**src/rtl/fifo_csr_master.sv**
```systemverilog
// Avalon-MM master for the fifo_csr slave: polls the STATUS word, then pushes a
// producer word into the FIFO or pops one out to a single-entry sink buffer.
module fifo_csr_master #(
  parameter int WIDTH     = 8,
  parameter int CNT_WIDTH = 16
) (
  input  logic                 clk,
  input  logic                 reset,
  input  logic                 enable,
  input  logic                 src_valid,
  input  logic [WIDTH-1:0]     src_data,
  output logic                 src_ready,
  output logic                 snk_valid,
  output logic [WIDTH-1:0]     snk_data,
  input  logic                 snk_ready,
  output logic [1:0]           avalon_address,
  output logic                 avalon_read,
  output logic                 avalon_write,
  output logic [WIDTH-1:0]     avalon_writedata,
  input  logic [WIDTH-1:0]     avalon_readdata,
  output logic [CNT_WIDTH-1:0] push_count,
  output logic [CNT_WIDTH-1:0] pop_count
);

  typedef enum logic [2:0] {
    S_IDLE,
    S_STAT_RD,
    S_STAT_WT,
    S_WR,
    S_RD,
    S_RD_WT
  } state_e;

  localparam logic [1:0] ADDR_STATUS     = 2'd0;
  localparam logic [1:0] ADDR_FIFO_READ  = 2'd1;
  localparam logic [1:0] ADDR_FIFO_WRITE = 2'd2;

  state_e               state_q, state_d;
  logic                 read_q, read_d;
  logic                 write_q, write_d;
  logic [1:0]           address_q, address_d;
  logic [WIDTH-1:0]     writedata_q, writedata_d;
  logic                 src_ready_q, src_ready_d;
  logic                 snk_valid_q, snk_valid_d;
  logic [WIDTH-1:0]     snk_data_q, snk_data_d;
  logic [CNT_WIDTH-1:0] push_count_q, push_count_d;
  logic [CNT_WIDTH-1:0] pop_count_q, pop_count_d;

  logic status_full;
  logic status_empty;

  assign status_full  = avalon_readdata[0];
  assign status_empty = avalon_readdata[1];

  always_comb begin
    // NOTE: every signal gets a default first so no path leaves it unassigned,
    // which would otherwise infer a latch.
    state_d      = state_q;
    snk_valid_d  = snk_valid_q;
    snk_data_d   = snk_data_q;
    push_count_d = push_count_q;
    pop_count_d  = pop_count_q;

    if (snk_valid_q && snk_ready) begin
      snk_valid_d = 1'b0;
    end

    case (state_q)
      S_IDLE: begin
        if (enable && (src_valid || !snk_valid_q)) begin
          state_d = S_STAT_RD;
        end
      end
      S_STAT_RD: state_d = S_STAT_WT;
      S_STAT_WT: begin
        // Push wins over pop; an illegal full+empty status blocks both.
        if (src_valid && !status_full) begin
          state_d = S_WR;
        end else if (!snk_valid_q && !status_empty) begin
          state_d = S_RD;
        end else begin
          state_d = S_IDLE;
        end
      end
      S_WR: begin
        push_count_d = push_count_q + 1'b1;
        state_d      = S_IDLE;
      end
      S_RD: state_d = S_RD_WT;
      S_RD_WT: begin
        snk_data_d  = avalon_readdata;
        snk_valid_d = 1'b1;
        pop_count_d = pop_count_q + 1'b1;
        state_d     = S_IDLE;
      end
      default: state_d = S_IDLE;
    endcase

    // Bus outputs are registered off the next state so each strobe lines up
    // exactly with the cycle its state is occupied.
    read_d      = (state_d == S_STAT_RD) || (state_d == S_RD);
    write_d     = (state_d == S_WR);
    src_ready_d = (state_d == S_WR);
    writedata_d = (state_d == S_WR) ? src_data : '0;
    case (state_d)
      S_STAT_RD: address_d = ADDR_STATUS;
      S_RD:      address_d = ADDR_FIFO_READ;
      S_WR:      address_d = ADDR_FIFO_WRITE;
      default:   address_d = ADDR_STATUS;
    endcase
  end

  // NOTE: sequential state uses non-blocking assignments only, so every flop
  // samples pre-edge values regardless of statement order.
  always_ff @(posedge clk or negedge reset) begin
    if (!reset) begin
      state_q      <= S_IDLE;
      read_q       <= 1'b0;
      write_q      <= 1'b0;
      address_q    <= ADDR_STATUS;
      writedata_q  <= '0;
      src_ready_q  <= 1'b0;
      snk_valid_q  <= 1'b0;
      snk_data_q   <= '0;
      push_count_q <= '0;
      pop_count_q  <= '0;
    end else begin
      state_q      <= state_d;
      read_q       <= read_d;
      write_q      <= write_d;
      address_q    <= address_d;
      writedata_q  <= writedata_d;
      src_ready_q  <= src_ready_d;
      snk_valid_q  <= snk_valid_d;
      snk_data_q   <= snk_data_d;
      push_count_q <= push_count_d;
      pop_count_q  <= pop_count_d;
    end
  end

  assign avalon_read      = read_q;
  assign avalon_write     = write_q;
  assign avalon_address   = address_q;
  assign avalon_writedata = writedata_q;
  assign src_ready        = src_ready_q;
  assign snk_valid        = snk_valid_q;
  assign snk_data         = snk_data_q;
  assign push_count       = push_count_q;
  assign pop_count        = pop_count_q;

endmodule

```
**config.mk**
```make
export PLATFORM = sky130hd
export DESIGN_NAME = fifo_csr_master
export DESIGN_NICKNAME = d
export VERILOG_FILES = /design/src/rtl/fifo_csr_master.sv
export SDC_FILE = /design/constraint.sdc
export NUM_CORES = 1
export LEC_CHECK = 0
export ABC_AREA = 1
export CAP_MARGIN = 40
export CORE_MARGIN = 4
export CORE_UTILIZATION = 50
export DETAILED_ROUTE_END_ITERATION = 10
export DONT_BUFFER_PORTS = 1
export PLACE_DENSITY = 0.62
export SLEW_MARGIN = 40
export SYNTH_ARGS = -nofsm -noshare
export SYNTH_HDL_FRONTEND = slang
export SYNTH_SLANG_ARGS = --single-unit
```
**constraint.sdc**
```tcl
create_clock -name clk -period 1.6 [get_ports clk]
set_input_delay 0.24 -clock clk [delete_from_list [all_inputs] [get_ports clk]]
set_output_delay 0.24 -clock clk [all_outputs]
set_load 0.005 [all_outputs]
```
==> results.py, run 1 <==
metrics = {
    "cts": {
        "clkSinkCount": 55,
        "clk_latency_ps": 290,
        "htreeDepth": 2,
        "cts_root_buffer": "clkbuf_8",
        "cts_buffer_depth": 2,
        "numCtsBuffers": 5,
        "clkTransAtPathRegs_ps": 100,
        "cts_resized": 0,
        "cts_tree": "done",
    },
    "cells_and_area": {
        "fillers": 445,
        "fin_util_pct": 55.9,
        "antennaDiodeCount": 0,
        "drive_gt1_share_pct": 9.45,
        "final_common_cell": "nand2_1",
        "final_nets": 297,
        "area_delta_synth_final_pct": 8.19,
        "seq_area_um2": 1380,
        "layout_common_cells": "nand2_1 (78), dfrtp_1 (55), inv_1 (30), nor2_1 (30), xor2_1 (14)",
        "multi_input_area_um2": 935,
    },
    "hold_path": {
        "worstHoldStart": "src_data[4]",
        "min-delay-path-class": "input pin to flip-flop",
    },
    "pwr": {
        "leakage_nw": 1.35,
        "power.density_nw_per_um2": 1190,
        "ir_drop_mv": 0.605,
    },
    "die": {
        "initial_core_util_pct": 51.7,
        "dieHeight_um": 78.1,
        "rows": 25,
        "fp.dieArea_um2": 6100,
        "core_area_um2": 4750,
        "fp.dieW_um": 78.1,
        "io_pins": 75,
    },
    "timing": {
        "setup_viol": 0,
        "worst_pin_slew_ps": 267,
        "rsz0062_at_grt": "no",
        "hold_viol_final": 0,
        "fin_crit_sh_pct": 84.9,
        "finalSetupTns_ps": 0,
        "fin_crit_ps": 1360,
        "max_freq_mhz": 736,
        "drv_slew": 0,
        "slew_headroom_pct": 82.2,
        "clock_skew_ps": 6.16,
    },
    "logic_synthesis": {
        "synth.area.top_cells": "dfrtp_1 (56%), nand2_1 (12%), xor2_1 (5.0%), inv_1 (4.6%), nor2_1 (4.6%)",
        "yosys_register_bits": 55,
        "ys_types": 24,
        "netlist_area_um2": 2460,
        "ys_warn_count": 0,
        "synth_nets": 290,
        "ys_seq_area_share_pct": 56.0,
        "synth_top_area_share_pct": 56.0,
        "avgSynthCellArea_um2": 9.21,
        "syn_inst": 267,
        "synth_largest_area_cell": "dfrtp_1",
    },
    "placement": {
        "dp_hpwl_um": 3280,
        "portBuffers": 0,
        "gp_congestion": 0.763,
    },
    "drt": {
        "drtPass1Iterations": 4,
        "wl_per_cell_um": 13.1,
        "drt_iter0_drc": 61,
        "num_vias": 1638,
        "drc": 0,
        "routed_wl_um": 4470,
        "ant_nets": 0,
        "vias_per_cell": 4.79,
    },
    "setup_path": {
        "critPathKind": "flip-flop to flip-flop",
        "crit_family": "simple AND/OR/NAND/NOR gates",
        "reg2reg_slack_ps": 240,
        "path_cells": "inv_2 -> nand3_4 -> nor2_4 -> nand2_4 -> nor2_4 -> nand2_1 -> nand2_1 -> nand2_1",
        "worstSetupStartpoint": "state_q[2]",
        "crit_fanout": 8,
        "rr_startpoint": "state_q[2]",
        "crit_buf_inv": 1,
        "critical-path-slowest-cell": "dfrtp_1",
        "cpPeakStageDelay_ps": 450,
        "cp_data_arrival_time_ps": 1560,
        "start_kind": "flip-flop",
        "crit_top_cell": "nand2_1",
        "worstSetupEndpointType": "flip-flop",
        "required_ps": 1800,
    },
    "global_routing": {
        "grt_start_max_net_pins": 56,
        "grt_pass1_vias": 1656,
        "grt_pass1_wl_um": 7830,
        "grt_antenna_before_repair": 0,
        "global_route.usage.total_pct": 15.7,
        "grt_remaining_overflow": 0,
    },
    "flow_run": {
        "drv_cap": 0,
    },
    "run_status": {
        "status": "completed",
    },
}
-- worst paths after layout --
kind / end / depth (start not counted)
max in group asynchronous: avalon_writedata[6] / 2
min: avalon_writedata[4] / 2
min in group asynchronous: push_count[13] / 2
min reg2reg: snk_data[5] / 2
max reg2reg: push_count[15] / 8
max: push_count[15] / 8
-- stage by stage --
stage          std cells  setup WS, ps  power, mW  cell area (um2)  hold slack (ps)
2_1_floorplan        267           374       2.26             2460            -55.6
3_3_place_gp         332           282       2.38             2530            -54.3
3_5_place_dp         332           251       2.40             2530            -54.3
4_1_cts              342           226       3.22             2660             20.6
5_1_grt              342           111       3.40             2660             12.5
6_report             342           241       3.16             2660             32.6
-- synth_stat cells (all sizes together) --
master and count:
xnor2 10, inv 34, nor2 36, nor3b 1
nand3 13, nand2 81, a21boi 1, xor2 14
nand4 6, dfrtp 55, o31ai 1, nand3b 1
nor3 3, ha 2, o21ai 6, buf 3
-- state kept, by name (all words and copies together), names as in the netlist --
name,flops
avalon_address,2
pop_count,16
state_q,3
snk_data,8
avalon_writedata,8
push_count,16
snk_valid,1
avalon_read,1
-- cell type report --
class	count	area share, %
clock buffer	5	2.59
clock inverter	3	0.894
inverter	34	4.80
multi-input combinational	175	35.1
sequential	55	51.7
tap	67	3.15
timing repair buffer	3	1.69
-- layer usage --
layer / global-route usage [%] / part of all wire, % / vias to the layer above
met5: 0 / 0 / -
met4: 3.15 / 0.45 / 0
met3: 4.82 / 6.6 / 2
met2: 26.2 / 48 / 48
met1: 20.3 / 45 / 766
li1: - / - / 822
-- report_power, final --
group | total, mW | internal (mW) | switching, mW
registers | 1.90 | 1.63 | 0.269
logic | 0.491 | 0.190 | 0.300
clock network | 0.771 | 0.314 | 0.457
-- timing repair --
item | in CTS | in global routing
hold buffers | 2 | 0
endpoints found under the setup margin | 0 | 0
buffers inserted | 0 | 0
hold endpoints to repair | 55 | 0
-- cells by family after synthesis --
family	after synthesis	share of synthesized area [%]
AO/OA/AOI/OAI	8	1.83
XOR/XNOR	24	8.55
adder cells (fa/ha/maj)	2	1.02
buffers and inverters	37	6.00
flip-flops	55	56.0
AND/OR/NAND/NOR	141	26.6
(Power assumes the default switching activity.)
==> run 2: changes to the inputs <==
Settings changed: PLACE_DENSITY 0.62 to 0.65.
Clock period 1.6 ns to 1.2 ns, I/O delays scaled along.
==> results.py, run 2 (same netlist as run 1, synthesis figures left out) <==
metrics = {
    "die": {
        "initial_core_util_pct": 51.7,
        "io_pins": 75,
        "fp.dieArea_um2": 6100,
        "fp.dieW_um": 78.1,
        "dieHeight_um": 78.1,
        "rows": 25,
        "core_area_um2": 4750,
    },
    "timing": {
        "clock_skew_ps": 5.41,
        "fin_crit_sh_pct": 112,
        "max_freq_mhz": 744,
        "hold_viol_final": 55,
        "finalSetupTns_ps": -1760,
        "fin_crit_ps": 1340,
        "setup_viol": 25,
        "slew_headroom_pct": 83.7,
        "setup_ws_ps": -145,
        "drv_slew": 0,
        "whs_ps": -451,
        "worst_pin_slew_ps": 244,
        "rsz0062_at_grt": "yes",
    },
    "run_status": {
        "violations": "hold timing, setup timing",
        "status": "finished, violations left",
    },
    "setup_path": {
        "worstSetupEndpointType": "flip-flop",
        "cp_data_arrival_time_ps": 1550,
        "reg2reg_to": "push_count[10]",
        "reg2reg_depth": 7,
        "critPathCapture": "push_count[10]",
        "start_kind": "flip-flop",
        "required_ps": 1400,
        "crit_fanout": 4,
        "rr_startpoint": "state_q[1]",
        "worstSetupStartpoint": "state_q[1]",
        "critPathKind": "flip-flop to flip-flop",
        "reg2reg_slack_ps": -140,
    },
    "cells_and_area": {
        "fillers": 345,
        "area_delta_synth_final_pct": 44.8,
        "drive_gt1_share_pct": 35.5,
        "stdcell_count": 422,
        "seq_area_um2": 1380,
        "fin_util_pct": 74.9,
        "antennaDiodeCount": 0,
        "final_cell_area_um2": 3560,
        "final_nets": 377,
        "multi_input_area_um2": 1110,
        "final_common_cell": "nand2_1",
        "layout_common_cells": "nand2_1 (71), dfrtp_1 (55), buf_4 (53)",
    },
    "drt": {
        "drt_iter0_drc": 77,
        "ant_nets": 0,
        "num_vias": 1993,
        "drtPass1Iterations": 4,
        "wl_per_cell_um": 13.6,
        "routed_wl_um": 5750,
        "vias_per_cell": 4.72,
        "drc": 0,
    },
    "placement": {
        "portBuffers": 0,
        "post_dp_cell_area_um2": 2880,
        "placed_cells": 378,
        "dp_hpwl_um": 3640,
        "gp_congestion": 0.804,
    },
    "global_routing": {
        "grt_remaining_overflow": 0,
        "grt_pass1_wl_um": 9500,
        "grt_pass1_vias": 2042,
        "grt_start_max_net_pins": 56,
        "grt_antenna_before_repair": 0,
        "global_route.usage.total_pct": 19.7,
    },
    "cts": {
        "cts_buffer_depth": 2,
        "clk_latency_ps": 310,
        "hold_buffers": 16,
        "cts_tree": "done",
        "cts_root_buffer": "clkbuf_8",
        "clkTransAtPathRegs_ps": 100,
        "numCtsBuffers": 5,
        "clkSinkCount": 55,
        "htreeDepth": 2,
    },
    "pwr": {
        "power.density_nw_per_um2": 1520,
        "leakage_nw": 1.82,
        "finalPower_mw": 5.39,
        "ir_drop_mv": 0.821,
    },
    "flow_run": {
        "drv_cap": 0,
    },
    "hold_path": {
        "min-delay-path-class": "input pin to async pin",
    },
}
run 2: cell types whose count changed in the layout (fill, tap and decap cells not counted), moves of 7 or more:
cell	before	now
dlygate4sd3_1	1	16
buf_6	0	12
nor2_2	1	9
nor2_1	30	17
buf_4	1	53
nand2_1	78	71
run 2: area by class of cell:
class | count | share of cell area [%]
flip-flops and latches | 55 | 38.7
repair buffers | 82 | 20.0
well taps | 67 | 2.35
clock inverters | 3 | 1.90
repair inverters | 1 | 0.176
multi-input cells | 175 | 31.2
inverters | 34 | 3.79
clock buffers | 5 | 1.93
run 2: layer usage:
metal / routed length [um] / part of all wire [%] / track usage, % / vias to the layer above
li1: - / - / - / 987
met1: 2390 / 42 / 25.5 / 942
met2: 2890 / 50 / 31.8 / 58
met3: 399 / 6.9 / 6.42 / 6
met4: 70 / 1.2 / 5.77 / 0
met5: 0 / 0 / 0 / -
run 2: repair_timing:
item / in CTS / in global routing
resized for setup: 11 / 53
setup endpoints to repair: 27 / 42
setup buffers: 5 / 15
gates cloned: 0 / 1
pin swaps: 2 / 20
endpoints found under the hold margin: 71 / 55
run 2: report_power, final:
group          internal (mW)  total, mW  switching, mW
clock network          0.832       1.43          0.603
logic                  0.812       1.47          0.657
registers               2.18       2.49          0.312
run 2: how the worst min path moves through the flow:
stage	start	end	slack [ps]	cells past startpoint
3_5_place_dp	reset	pop_count[9]	-110	0
6_report	reset	pop_count[10]	-450	0
5_1_grt	reset	pop_count[8]	-480	0
3_3_place_gp	reset	pop_count[14]	-110	0
4_1_cts	reset	avalon_writedata[2]	-460	0
2_1_floorplan	reset	avalon_address[0]	-120	0
run 2: through the flow:
step	hold WS, ps	setup slack, ps
2_1_floorplan	-116	-24.9
5_1_grt	-478	-216
4_1_cts	-456	-72.7
3_3_place_gp	-114	-50.2
6_report	-451	-145
3_5_place_dp	-114	-75.7
run 2: worst max-delay path, cell delays in order (launching register included):
cell and delay (ps):
dfrtp_1 410, buf_12 120, nand3_4 90, buf_4 160, nor2_4 140, nand3_2 120
o21ai_1 130, nand2_1 60
